`config.mk`:
```
export PLATFORM = sky130hd
export DESIGN_NAME = elevator_scan_ctrl_flat
export DESIGN_NICKNAME = d
export VERILOG_FILES = /design/src/rtl/elevator_scan_ctrl_if.sv /design/src/rtl/elevator_scan_ctrl.sv /design/src/flat_wrapper.sv
export SDC_FILE = /design/constraint.sdc
export NUM_CORES = 1
export LEC_CHECK = 0
export CAP_MARGIN = 20
export CORE_ASPECT_RATIO = 0.6
export CORE_MARGIN = 1.5
export CORE_UTILIZATION = 45
export CTS_BUF_LIST = sky130_fd_sc_hd__clkbuf_8
export CTS_CLUSTER_SIZE = 20
export DETAILED_ROUTE_END_ITERATION = 10
export PLACE_DENSITY_LB_ADDON = 0.3
export SYNTH_ARGS = -nofsm -noshare
export SYNTH_HDL_FRONTEND = slang
export SYNTH_SLANG_ARGS = --single-unit
```
`constraint.sdc`:
```
create_clock -name clk -period 3.65 [get_ports clk]
set_clock_uncertainty 0.1 [all_clocks]
set_input_delay 1.095 -clock clk [delete_from_list [all_inputs] [get_ports clk]]
set_output_delay 1.095 -clock clk [all_outputs]
set_load 0.02 [all_outputs]
```
`src/rtl/elevator_scan_ctrl_if.sv`:
```
// rtl/elevator_scan_ctrl_if.sv - call inputs and car status bundle for the SCAN elevator controller
interface elevator_scan_ctrl_if #(
    parameter int NUM_FLOORS = 8,
    parameter int FLR_W      = $clog2(NUM_FLOORS)
);
    logic [NUM_FLOORS-1:0] req;
    logic [FLR_W-1:0]      curr_flr;
    logic                  moving;
    logic                  dir_up;
    logic                  door_open;
    logic [NUM_FLOORS-1:0] pending;

    modport master (
        output req,
        input  curr_flr, moving, dir_up, door_open, pending
    );

    modport slave (
        input  req,
        output curr_flr, moving, dir_up, door_open, pending
    );
endinterface

```
`src/rtl/elevator_scan_ctrl.sv`:
```
// rtl/elevator_scan_ctrl.sv - N-floor elevator controller serving latched calls in SCAN order
module elevator_scan_ctrl #(
    parameter int NUM_FLOORS = 8,
    parameter int FLR_W      = $clog2(NUM_FLOORS),
    parameter int TRAVEL_CYC = 4,
    parameter int DOOR_CYC   = 6
) (
    input  logic                clk,
    input  logic                rst,
    elevator_scan_ctrl_if.slave bus
);
    localparam int TMAX  = (TRAVEL_CYC > DOOR_CYC) ? TRAVEL_CYC : DOOR_CYC;
    localparam int TMR_W = $clog2(TMAX + 1);

    typedef enum logic [1:0] {IDLE, MOVE, DOOR} state_t;

    state_t                state, state_n;
    logic [FLR_W-1:0]      flr, flr_n;
    logic                  up, up_n;
    logic [NUM_FLOORS-1:0] pend, pend_n;
    logic [TMR_W-1:0]      tmr, tmr_n;
    logic                  above, below;
    logic [FLR_W-1:0]      step_flr;

    always_comb begin
        above = 1'b0;
        below = 1'b0;
        for (int i = 0; i < NUM_FLOORS; i++) begin
            if (pend[i] && (i > int'(flr))) above = 1'b1;
            if (pend[i] && (i < int'(flr))) below = 1'b1;
        end
    end

    // A call ahead always exists in MOVE, so this never steps past either end floor.
    assign step_flr = up ? flr + FLR_W'(1) : flr - FLR_W'(1);

    always_ff @(posedge clk or posedge rst) begin
        if (rst) begin
            state <= IDLE;
            flr   <= '0;
            up    <= 1'b1;
            pend  <= '0;
            tmr   <= '0;
        end else begin
            state <= state_n;
            flr   <= flr_n;
            up    <= up_n;
            pend  <= pend_n;
            tmr   <= tmr_n;
        end
    end

    always_comb begin
        state_n = state;
        flr_n   = flr;
        up_n    = up;
        tmr_n   = tmr;
        pend_n  = pend | bus.req;
        case (state)
            IDLE: begin
                tmr_n = '0;
                if (pend[flr]) begin
                    state_n     = DOOR;
                    pend_n[flr] = 1'b0;
                end else if (up && above) begin
                    state_n = MOVE;
                end else if (!up && below) begin
                    state_n = MOVE;
                end else if (above) begin
                    state_n = MOVE;
                    up_n    = 1'b1;
                end else if (below) begin
                    state_n = MOVE;
                    up_n    = 1'b0;
                end
            end
            MOVE: begin
                if (tmr == TMR_W'(TRAVEL_CYC - 1)) begin
                    flr_n = step_flr;
                    tmr_n = '0;
                    if (pend[step_flr]) begin
                        state_n          = DOOR;
                        pend_n[step_flr] = 1'b0;
                    end
                end else begin
                    tmr_n = tmr + TMR_W'(1);
                end
            end
            DOOR: begin
                // A fresh call for this floor holds the door instead of being latched.
                if (bus.req[flr]) begin
                    tmr_n       = '0;
                    pend_n[flr] = 1'b0;
                end else if (tmr == TMR_W'(DOOR_CYC - 1)) begin
                    state_n = IDLE;
                    tmr_n   = '0;
                end else begin
                    tmr_n = tmr + TMR_W'(1);
                end
            end
            default: state_n = IDLE;
        endcase
    end

    assign bus.curr_flr  = flr;
    assign bus.moving    = (state == MOVE);
    assign bus.dir_up    = up;
    assign bus.door_open = (state == DOOR);
    assign bus.pending   = pend;
endmodule

```
`src/flat_wrapper.sv`:
```
// flat-port wrapper written by rule: the top's interface ports become plain ports
module elevator_scan_ctrl_flat 
#(
    parameter int NUM_FLOORS = 8,
    parameter int FLR_W      = $clog2(NUM_FLOORS),
    parameter int TRAVEL_CYC = 4,
    parameter int DOOR_CYC   = 6
)
  (clk, rst, bus_req, bus_curr_flr, bus_moving, bus_dir_up, bus_door_open, bus_pending);
  elevator_scan_ctrl_if #(.NUM_FLOORS(NUM_FLOORS), .FLR_W(FLR_W)) bus_i ();
  input  logic clk;
  input  logic rst;
  input wire logic [$bits(bus_i.req)-1:0] bus_req;
  output wire logic [$bits(bus_i.curr_flr)-1:0] bus_curr_flr;
  output wire logic [$bits(bus_i.moving)-1:0] bus_moving;
  output wire logic [$bits(bus_i.dir_up)-1:0] bus_dir_up;
  output wire logic [$bits(bus_i.door_open)-1:0] bus_door_open;
  output wire logic [$bits(bus_i.pending)-1:0] bus_pending;
  assign bus_i.req = bus_req;
  assign bus_curr_flr = bus_i.curr_flr;
  assign bus_moving = bus_i.moving;
  assign bus_dir_up = bus_i.dir_up;
  assign bus_door_open = bus_i.door_open;
  assign bus_pending = bus_i.pending;
  elevator_scan_ctrl #(.NUM_FLOORS(NUM_FLOORS), .FLR_W(FLR_W), .TRAVEL_CYC(TRAVEL_CYC), .DOOR_CYC(DOOR_CYC)) u_core (.clk(clk), .rst(rst), .bus(bus_i));
endmodule
```
==> results of run 1 <==
-- area by class of cell --
class                      instances  area (um2)  share of cell area, %
inverter                          12       45.04                  2.402
tap                               45       56.30                  3.002
sequential                        17       426.7                  22.75
clock inverter                     1       7.507                 0.4003
clock buffer                       3       41.29                  2.201
timing repair buffer              27       260.3                  13.88
multi-input combinational        140        1039                  55.37
-- routing by layer --
metal	global-route usage [%]	wire (um)	vias up
li1	-	-	697
met1	34.95	1936	687
met2	32.91	1754	75
met3	4.717	370	4
met4	5.263	34	0
met5	0	0	-
-- state kept, by name (all words and copies together) (netlist names) --
| signal | flops |
|---|---|
| u_core.bus.dir_up | 1 |
| u_core.state | 2 |
| u_core.bus.curr_flr | 3 |
| u_core.bus.pending | 8 |
| u_core.tmr | 3 |
-- tightest hold or removal path: stages, from the launching register on --
cell and delay [ps]:
dfrtp_1 370, nand2_1 60, o31ai_1 60
-- power by group through the flow --
stage / clock, mW / combinational [mW] / sequential [mW]
finish: 0.148 / 1.05 / 0.387
floorplan: 0 / 0.697 / 0.404
global route: 0.161 / 1.14 / 0.402
detailed placement: 0 / 1.04 / 0.386
global placement: 0 / 1.01 / 0.380
CTS: 0.152 / 1.04 / 0.384
-- metrics by stage --
stage	util (%)	instance area, um2	hold WS [ps]	std cells
floorplan	-	1567	377.2	180
global placement	55.64	1827	393.6	241
detailed placement	55.64	1827	415.5	241
CTS	57.13	1876	432.5	245
global route	57.13	1876	459.6	245
finish	57.13	1876	430.9	245
-- synthesized netlist by cell type, types with 3 or more instances --
library cell | number | area [um2]
inv_1 | 12 | 45.04
dfrtp_1 | 16 | 400.4
o21ai_0 | 7 | 35.03
a21oi_1 | 13 | 65.06
nand2b_1 | 5 | 31.28
a31oi_1 | 4 | 25.02
and3b_1 | 3 | 26.28
ha_1 | 15 | 187.7
xnor2_1 | 3 | 26.28
nand2_1 | 14 | 52.55
o31ai_1 | 3 | 22.52
o22a_1 | 10 | 87.58
clkbuf_1 | 5 | 18.77
nor3_1 | 4 | 20.02
a22o_1 | 3 | 26.28
buf_2 | 3 | 15.01
nor2b_1 | 3 | 18.77
nor2_1 | 10 | 37.54
o21ai_1 | 4 | 20.02
mux2i_1 | 7 | 70.07
-- logic make-up (layout without fill, tap and decap cells) --
kind of cell | after synthesis | after routing | share of synthesized area (%)
DFF | 17 | 17 | 27.24
adders and majority gates | 15 | 15 | 11.98
buffers and inverters | 23 | 43 | 6.469
AOI/OAI and AO/OA | 58 | 58 | 25.80
muxes | 11 | 11 | 8.786
xor gates and xnor gates | 4 | 4 | 2.237
and+or+nand+nor | 52 | 52 | 17.49
-- final timing paths --
check / startpoint / endpoint / cells after the start / slack [ps]
max: bus_req[5] / u_core.bus.pending[7] / 7 / 660
min: u_core.tmr[1] / u_core.tmr[1] / 2 / 430
max reg2reg: u_core.bus.curr_flr[0] / u_core.bus.pending[7] / 8 / 780
min reg2reg: u_core.tmr[1] / u_core.tmr[1] / 2 / 430
max in group asynchronous: rst / u_core.bus.curr_flr[1] / 2 / 1880
min in group asynchronous: rst / u_core.tmr[0] / 2 / 1130
-- cells in the final DEF, fill, tap and decap left out, types with 2 or more instances in the layout --
master / Yosys / layout
nor3_1: 4 / 4
a22o_1: 3 / 3
buf_4: 1 / 4
nand3_1: 2 / 2
inv_1: 12 / 12
nor4_1: 2 / 2
ha_1: 15 / 15
nor2_1: 10 / 10
a22oi_1: 2 / 2
o32a_1: 2 / 2
a21oi_1: 13 / 13
mux2_2: 2 / 2
a31oi_1: 4 / 4
o22a_1: 10 / 10
o21ai_0: 7 / 7
nor2b_1: 3 / 3
clkdlybuf4s50_1: 0 / 23
o21ai_1: 4 / 4
nand2_1: 14 / 14
mux4_2: 2 / 2
mux2i_1: 7 / 7
xnor2_1: 3 / 3
clkbuf_8: 0 / 3
o31ai_1: 3 / 3
and3b_1: 3 / 3
or2_2: 2 / 2
nand2b_1: 5 / 5
dfrtp_1: 16 / 16
o2bb2ai_1: 2 / 2
and3_1: 2 / 2
==> metrics.md, run 1 <==
| Metric | Value |
|---|---|
| Result of the run | finished, final reports clean |
| Aggregate global routing overflow | 0 |
| Final GP Congestion | 0.9593 |
| Number of setup violations in the final report | 0 |
| Area of the core region | 3283 um2 |
| Delay-heaviest family, CP | multiplexers |
| Async set-or-reset flop fraction in the synthesized netlist | 100.0% |
| Category of the worst setup path capture point | flip-flop |
| Number of core rows | 16 |
| Worst slack at placement | 396.0 ps |
| Total power | 1.581 mW |
| Worst slew margin relative to its limit | 54.95% |
| Diode insertion count for antenna repair | 0 |
| Postcts setup bufs | 0 |
| Register bit total from synthesis | 17 |
| Class of the worst hold path | flip-flop to flip-flop |
| Sequential element share of the synthesized area | 27.24% |
| CTS tree | yes |
| RSZ-0062 raised after global routing | no |
| Die Area | 3856 um2 |
| DIE WIDTH | 79.17 um |
| Share of the clock period used by the worst path after layout | 81.82% |
| Synthesized net count | 205 |
| Netlist cell types | 47 |
| Transition time at the pin with the least slew margin | 675.0 ps |
| DRT Wirelength | 4.096 mm |
| Kind of critical path | primary input to flip-flop |
| Via count of the first global-routing pass | 1,372 |
| Number of nets in the final layout | 226 |
| Maximum ir drop on the vdd rail | 0.3518 mV |
| Starting Density | 47.71% |
| Area Overhead vs Synth | 19.73% |
| Part of the total power dissipated in the clock network | 9.3% |
| Inserted Clock Buffers | 3 |
| Cell type of the slowest stage on the worst timing path | clkdlybuf4s50_1 |
| Crit path arrival time | 3040 ps |
| Syn Inst Count | 180 |
| Req. time, crit path | 3700 ps |
| Number of endpoints with negative hold slack in the final report | 0 |
| Chip height | 48.70 um |
| Biggest fanout along the worst timing path | 8 |
| Final-layout fill cell count | 297 |
| Final min period | 2986 ps |
| Number of resized instances in the post-cts repair step | 0 |
| Int Power | 812.9 uW |
| Net load switching power | 768.5 uW |
| Number of buffers between clock root and the deepest sink | 2 |
| Port bufs | 23 |
| P_leak | 0.7518 nW |
| Max Cap Viol | 0 |
| Post-CTS Hold Fix Bufs | 0 |
| Worst path bufs/invs | 1 |
| Combinational Power Share | 66.2% |
| Highest Clock Rate | 0.3348 GHz |
| Sum of net half-perimeters after detailed placement | 3.181 mm |
| Boundary Pins | 24 |
| Switching share of power | 48.59% |
| Initial antenna violation count | 0 |
| Max stage delay on crit path | 510 ps |
| Count of flip-flops with a built-in enable after synthesis | 0 |
| Final-report max-slew violation count | 0 |
| Ys flop type | dfrtp_1 |
| Wire per inst | 16.72 um |
| Global-route wire length before repair | 6.789 mm |
| Master cell of the clock root buffer | clkbuf_8 |
| # DRC | 0 |
| Count of antenna-violating nets left after detailed routing | 0 |
| Minimum setup slack in the final design | 663.5 ps |
| Clk sinks | 17 |
| H-Tree Depth | 1 |
| Via total after detailed routing | 1,463 |
| Detailed-routing iteration count for the pre-antenna-repair pass | 4 |
| Detailed router's first-iteration violation count | 159 |
| Warning count from the yosys run | 0 |
| Area of the mapped netlist | 1567 um2 |
| Power density of the placed cells | 843.2 nW/um2 |
| Total Routing Usage GR | 22.88% |
| Largest net degree at the start of global routing | 23 |
| Register clock-pin slew on the reported worst setup and hold paths | 70 ps |
| Crit path cell chain | clkdlybuf4s50_1, mux2i_1, mux4_2, nand3_2, o21ai_1, or3_1, o22a_1 |
| Share of post-route cells with drive strength above 1 | 9.000% |
| Final-layout setup total negative slack | 0 ps |
| Per-instance average area after synthesis | 8.703 um2 |
| Seq pwr share | 24.5% |
| Via density | 5.971 |
| Sort of element at the start of the critical path | primary input |
| Clock latency of the later-clocked register in the worst-skew pair | 260 ps |
Note: power is estimated with default switching activity, not from simulation.
==> run 2, diff against run 1 <==
clock period = 2.5 ns   (was 3.65 ns; I/O delays follow)
==> run 2 against run 1 <==
Against the previous run: sequential cell count stayed put; global-route usage is 2.2 points higher; cell count up 5.3%; die area stayed put; combinational power increased by 64%; wire length grew 12%; sequential share of layout area fell by 2.1 points; sequential power rose by 48%; critical path depth rose by 2; setup slack got worse by 600 ps; first-iteration DRC count down 26%.
==> metrics.md, run 2 (synthesis results as in run 1) <==
| Metric | Value |
|---|---|
| Detailed-routing iteration count for the pre-antenna-repair pass | 5 (was 4) |
| Worst slew margin relative to its limit | 55.45% (was 54.95%) |
| Crit path arrival time | 2480 ps (was 3040 ps) |
| Count of placed standard cells including taps | 253 (was 241) |
| Boundary Pins | 24 (unchanged) |
| P_leak | 0.8906 nW (was 0.7518 nW) |
| Aggregate global routing overflow | 0 (unchanged) |
| CTS tree | yes (unchanged) |
| Detailed router's first-iteration violation count | 118 (was 159) |
| Max stage delay on crit path | 440 ps (was 510 ps) |
| Via total after detailed routing | 1,582 (was 1,463) |
| Number of nets in the final layout | 239 (was 226) |
| Int Power | 1.289 mW (was 812.9 uW) |
| Area of the core region | 3283 um2 (unchanged) |
| Highest Clock Rate | 0.4108 GHz |
| Maximum ir drop on the vdd rail | 0.6329 mV (was 0.3518 mV) |
| Number of core rows | 16 (unchanged) |
| Biggest fanout along the worst timing path | 8 (unchanged) |
| Global-route wire length before repair | 7.410 mm (was 6.789 mm) |
| Flip-flop count of the largest register, all copies and words added | 8 (unchanged) |
| DRT Wirelength | 4.570 mm (was 4.096 mm) |
| Die Area | 3856 um2 (unchanged) |
| RSZ-0062 raised after global routing | no (unchanged) |
| Max Cap Viol | 0 (unchanged) |
| Total Routing Usage GR | 25.11% (was 22.88%) |
| Final instance area | 2081 um2 (was 1876 um2) |
| Number of endpoints with negative hold slack in the final report | 0 (unchanged) |
| Req. time, crit path | 2540 ps (was 3700 ps) |
| Via density | 6.132 (was 5.971) |
| Commonest non-fill, non-tap cell in the layout | buf_4 (was clkdlybuf4s50_1) |
| Count of antenna-violating nets left after detailed routing | 0 (unchanged) |
| Final GP Congestion | 0.9362 (was 0.9593) |
| Kind of critical path | flip-flop to flip-flop (was primary input to flip-flop) |
| Post-CTS Hold Fix Bufs | 0 (unchanged) |
| Class of the worst hold path | flip-flop to flip-flop (unchanged) |
| Chip height | 48.70 um (unchanged) |
| Delay-heaviest family, CP | compound AO/OA/AOI/OAI gates (was multiplexers) |
| Net load switching power | 1.211 mW (was 768.5 uW) |
| Sort of element at the start of the critical path | flip-flop (was primary input) |
| Via count of the first global-routing pass | 1,557 (was 1,372) |
| Category of the worst setup path capture point | flip-flop (unchanged) |
| Clock latency of the later-clocked register in the worst-skew pair | 250 ps (was 260 ps) |
| Final min period | 2434 ps |
| Power density of the placed cells | 1202 nW/um2 (was 843.2 nW/um2) |
| Cell type of the slowest stage on the worst timing path | or3_4 (was clkdlybuf4s50_1) |
| DIE WIDTH | 79.17 um (unchanged) |
| Starting Density | 47.71% (unchanged) |
| Clk sinks | 17 (unchanged) |
| Fin cells | 258 (was 245) |
| Part of the total power dissipated in the clock network | 8.3% (was 9.3%) |
| Result of the run | finished, final reports clean (unchanged) |
| Master cell of the clock root buffer | clkbuf_8 (unchanged) |
| Area Overhead vs Synth | 32.83% (was 19.73%) |
| Crit path cell chain | buf_6, inv_8, ha_4, and3_1, a21oi_1, o221a_1, a22o_1, or3_4, o22a_1 (was clkdlybuf4s50_1, mux2i_1, mux4_2, nand3_2, o21ai_1, or3_1, o22a_1) |
| Leading cell types in the layout, fill and taps excluded | buf_4, nand2_1, clkdlybuf4s50_1, dfrtp_1, a21oi_1 (was clkdlybuf4s50_1, dfrtp_1, ha_1) |
| Number of setup violations in the final report | 0 (unchanged) |
| Sum of net half-perimeters after detailed placement | 3.393 mm (was 3.181 mm) |
| Largest net degree at the start of global routing | 22 (was 23) |
| Number of buffers between clock root and the deepest sink | 2 (unchanged) |
| Combinational Power Share | 68.7% (was 66.2%) |
| Placement-stage cell area | 1962 um2 (was 1827 um2) |
| Diode insertion count for antenna repair | 0 (unchanged) |
| Port bufs | 23 (unchanged) |
| Wire per inst | 17.71 um (was 16.72 um) |
| Seq pwr share | 22.9% (was 24.5%) |
| Worst path bufs/invs | 2 (was 1) |
| Inserted Clock Buffers | 3 (unchanged) |
| Initial antenna violation count | 0 (unchanged) |
| Final-report max-slew violation count | 0 (unchanged) |
| # DRC | 0 (unchanged) |
| H-Tree Depth | 1 (unchanged) |
| Register clock-pin slew on the reported worst setup and hold paths | 70 ps (about the same) |
| Share of post-route cells with drive strength above 1 | 21.60% (was 9.000%) |
| Share of the clock period used by the worst path after layout | 97.36% |
| Transition time at the pin with the least slew margin | 667.6 ps (was 675.0 ps) |
| Switching share of power | 48.45% (was 48.59%) |
[run 2: metal layers]
metal / vias to the layer above / part of all wire (%) / global-route usage (%)
li1: 725 / - / -
met1: 745 / 44 / 34.79
met2: 92 / 43 / 38.89
met3: 20 / 10 / 6.981
met4: 0 / 2.1 / 6.140
met5: - / 0 / 0
[run 2: worst paths after layout]
check	startpoint	to	slack, ps	cells past startpoint
max	u_core.bus.curr_flr[1]	u_core.bus.pending[5]	70	9
min	u_core.tmr[1]	u_core.tmr[1]	430	2
max reg2reg	u_core.bus.curr_flr[1]	u_core.bus.pending[5]	70	9
min reg2reg	u_core.tmr[1]	u_core.tmr[1]	430	2
max in group asynchronous	rst	u_core.bus.curr_flr[0]	1040	2
min in group asynchronous	rst	u_core.tmr[1]	790	2
[run 2: power by group through the flow]
stage / Clock (mW) / Sequential [mW] / Combinational (mW)
after floorplan: 0 / 0.593 / 1.10
after global placement: 0 / 0.551 / 1.56
final: 0.208 / 0.574 / 1.72
after CTS: 0.212 / 0.557 / 1.65
after global routing: 0.222 / 0.592 / 1.84
after detailed placement: 0 / 0.563 / 1.60
[run 2: final cells by class]
type | count | area, um2
Fill cell | 263 | 1202
Inverter | 12 | 52.55
Sequential cell | 17 | 429.2
Clock buffer | 3 | 41.29
Tap cell | 45 | 56.30
Timing Repair Buffer | 40 | 361.6
Clock inverter | 1 | 5.005
Multi-Input combinational cell | 140 | 1135
[run 2: worst register-to-register path: stages, from the launching register on]
cell	delay (ps)
dfrtp_2	390
buf_6	160
inv_8	50
ha_4	300
and3_1	150
a21oi_1	50
o221a_1	270
a22o_1	210
or3_4	440
o22a_1	200
[run 2: stage by stage]
stage / total power [mW] / TNS [ps] / utilization [%] / hold WS (ps) / worst slack [ps]
finish: 2.500 / 0 / 63.38 / 429.9 / 65.94
detailed placement: 2.166 / -3422 / 59.76 / 411.4 / -380.6
global route: 2.654 / 0 / 63.38 / 444.6 / 0.3997
floorplan: 1.692 / -77.29 / - / 377.2 / -9.662
global placement: 2.116 / -2781 / 59.76 / 397.4 / -330.2
CTS: 2.422 / 0 / 61.51 / 426.8 / 4.801
[run 2: what timing repair did]
action                                  4_1_cts  5_1_grt
resized for setup                             8       13
pin swaps                                     5        4
setup buffers                                 1        0
endpoints found under the setup margin       10       10
==> run 3, diff against run 2 <==
CORE_MARGIN = unset   (was 1.5)
SLEW_MARGIN = 0   (was unset)
==> run 3 against run 2 <==
Against the previous run: die area down 3.3%; fmax is 0.70% lower; clock-buffer cell count stayed put; via count decreased by 0.19%; global-route usage is 0.76 points higher; largest power group unchanged; largest cell class unchanged.
==> metrics.md, run 3 (synthesis results as in run 1) <==
| Metric | Value |
|---|---|
| Result of the run | finished, final reports clean (unchanged) |
| Cell type of the slowest stage on the worst timing path | or3_4 (unchanged) |
| Diode insertion count for antenna repair | 0 (unchanged) |
| # DRC | 0 (unchanged) |
| Clock latency of the later-clocked register in the worst-skew pair | 260 ps (was 250 ps) |
| Number of setup violations in the final report | 0 (unchanged) |
| Max Cap Viol | 0 (unchanged) |
| Register clock-pin slew on the reported worst setup and hold paths | 70 ps (about the same) |
| Detailed-routing iteration count for the pre-antenna-repair pass | 5 (unchanged) |
| Final-layout setup total negative slack | 0 ps (unchanged) |
| Global-route wire length before repair | 6.989 mm (was 7.410 mm) |
| Starting Density | 47.71% (unchanged) |
| Met3 demand-to-capacity share in global routing | 7.619% (was 6.981%) |
| Inserted Clock Buffers | 3 (unchanged) |
| Chip height | 47.70 um (was 48.70 um) |
| Leading cell types in the layout, fill and taps excluded | buf_4, clkdlybuf4s50_1, nand2_1, dfrtp_1, a21oi_1 (was buf_4, nand2_1, clkdlybuf4s50_1, dfrtp_1, a21oi_1) |
| Transition time at the pin with the least slew margin | 478.2 ps (was 667.6 ps) |
| Final min period | 2451 ps (was 2434 ps) |
| Wire per inst | 17.40 um (was 17.71 um) |
| Biggest fanout along the worst timing path | 8 (unchanged) |
| Area of the core region | 3283 um2 (unchanged) |
| Detailed router's first-iteration violation count | 191 (was 118) |
| Share of the clock period used by the worst path after layout | 98.05% (was 97.36%) |
| Final GP Congestion | 0.8753 (was 0.9362) |
| Maximum ir drop on the vdd rail | 0.6200 mV (was 0.6329 mV) |
| Hold path depth | 2 (unchanged) |
| Total power | 2.515 mW (was 2.500 mW) |
| Boundary Pins | 24 (unchanged) |
| Commonest non-fill, non-tap cell in the layout | buf_4 (unchanged) |
| Post-CTS Hold Fix Bufs | 0 (unchanged) |
| CTS tree | yes (unchanged) |
| Highest Clock Rate | 0.4079 GHz (was 0.4108 GHz) |
| Flip-flop count of the largest register, all copies and words added | 8 (unchanged) |
| Total Routing Usage GR | 25.87% (was 25.11%) |
| Share of post-route cells with drive strength above 1 | 22.33% (was 21.60%) |
| DRT Wirelength | 4.523 mm (was 4.570 mm) |
| Kind of critical path | flip-flop to flip-flop (unchanged) |
| Number of buffers between clock root and the deepest sink | 2 (unchanged) |
| Port bufs | 23 (unchanged) |
| DIE WIDTH | 78.17 um (was 79.17 um) |
| Number of nets in the final layout | 241 (was 239) |
| H-Tree Depth | 1 (unchanged) |
| Category of the worst setup path capture point | flip-flop (unchanged) |
| Count of cells along the worst register-to-register path | 9 (unchanged) |
| Final-layout fill cell count | 277 (was 263) |
| Power density of the placed cells | 1202 nW/um2 (about the same) |
| Largest net degree at the start of global routing | 26 (was 22) |
| Aggregate global routing overflow | 0 (unchanged) |
| Number of endpoints with negative hold slack in the final report | 0 (unchanged) |
| Master cell of the clock root buffer | clkbuf_8 (unchanged) |
| Worst slew margin relative to its limit | 67.30% (was 55.45%) |
| Class of the worst hold path | flip-flop to flip-flop (unchanged) |
| Area Overhead vs Synth | 33.63% (was 32.83%) |
| Sum of net half-perimeters after detailed placement | 3.360 mm (was 3.393 mm) |
| Busiest layer in global routing | met2 (unchanged) |
| Sort of element at the start of the critical path | flip-flop (unchanged) |
| Met2 usage | 40.88% (was 38.89%) |
| Count of antenna-violating nets left after detailed routing | 0 (unchanged) |
| Via density | 6.073 (was 6.132) |
| Via count of the first global-routing pass | 1,447 (was 1,557) |
| Crit path arrival time | 2500 ps (was 2480 ps) |
| Die Area | 3729 um2 (was 3856 um2) |
| Req. time, crit path | 2550 ps (was 2540 ps) |
| GR met1 Demand/Resource | 34.23% (was 34.79%) |
| Worst slack at placement | -388.8 ps (was -380.6 ps) |
| Final Hold Slack | 425.5 ps (was 429.9 ps) |
| Initial antenna violation count | 0 (unchanged) |
| Minimum setup slack in the final design | 48.68 ps (was 65.94 ps) |
| P_leak | 0.8811 nW (was 0.8906 nW) |
| Max stage delay on crit path | 420 ps (was 440 ps) |
| Final-report max-slew violation count | 0 (unchanged) |
| Via total after detailed routing | 1,579 (was 1,582) |
| Clk sinks | 17 (unchanged) |
| Number of core rows | 16 (unchanged) |
| Crit path cell chain | buf_4, inv_8, ha_4, nor2_2, a21oi_1, o221a_1, a22o_1, or3_4, o22a_1 (was buf_6, inv_8, ha_4, and3_1, a21oi_1, o221a_1, a22o_1, or3_4, o22a_1) |
==> run 3: repair_timing <==
item / CTS / global route
endpoints found under the hold margin: 0 / 0
buffers inserted: 2 / 0
endpoints found under the setup margin: 11 / 11
gates resized for setup: 9 / 8
pin swaps: 8 / 3
==> run 3: cell type report <==
type	count	area (um2)	share of cell area, %
clock buffers	3	41.29	1.973
clock inverters	1	3.754	0.1793
repair buffers	42	386.6	18.47
flip-flops and latches	17	429.2	20.50
inverters	12	52.55	2.510
well taps	45	56.30	2.690
multi-input cells	140	1124	53.68
==> run 3: path summary, 6_finish.rpt <==
kind	startpoint	endpoint	slack, ps
max in group asynchronous	rst	u_core.bus.dir_up	1040
max reg2reg	u_core.bus.curr_flr[1]	u_core.bus.pending[0]	50
min	u_core.tmr[1]	u_core.tmr[1]	430
min reg2reg	u_core.tmr[1]	u_core.tmr[1]	430
min in group asynchronous	rst	u_core.bus.curr_flr[2]	700
max	u_core.bus.curr_flr[1]	u_core.bus.pending[0]	50
==> run 3: layer usage <==
layer  vias to the layer above  share of wire (%)
met5                         -                  0
met4                         0                  0
met3                         0                8.5
met2                        74                 46
met1                       776                 45
li1                        729                  -
==> run 3: metrics by stage <==
stage | util [%] | cells | cell area (um2)
after floorplan | - | 180 | 1655
after global placement | 60.37 | 254 | 1982
after detailed placement | 60.37 | 254 | 1982
after CTS | 62.77 | 260 | 2061
after global routing | 63.76 | 260 | 2093
final | 63.76 | 260 | 2093
==> run 3: power breakdown <==
| group | switching (mW) | internal, mW | total (mW) | leakage, nW |
|---|---|---|---|---|
| sequential | 0.186 | 0.385 | 0.571 | 0.200 |
| combinational | 0.924 | 0.811 | 1.73 | 0.655 |
| clock | 0.100 | 0.109 | 0.210 | 0.0269 |
| total | 1.21 | 1.31 | 2.52 | 0.881 |
==> run 3: critical path, delay by kind of cell (launching register included) <==
kind            cells  cell delay, ps
compound gates      4             810
simple gates        2             550
flops               1             410
buf+inv             2             240
fa+ha+maj           1             220
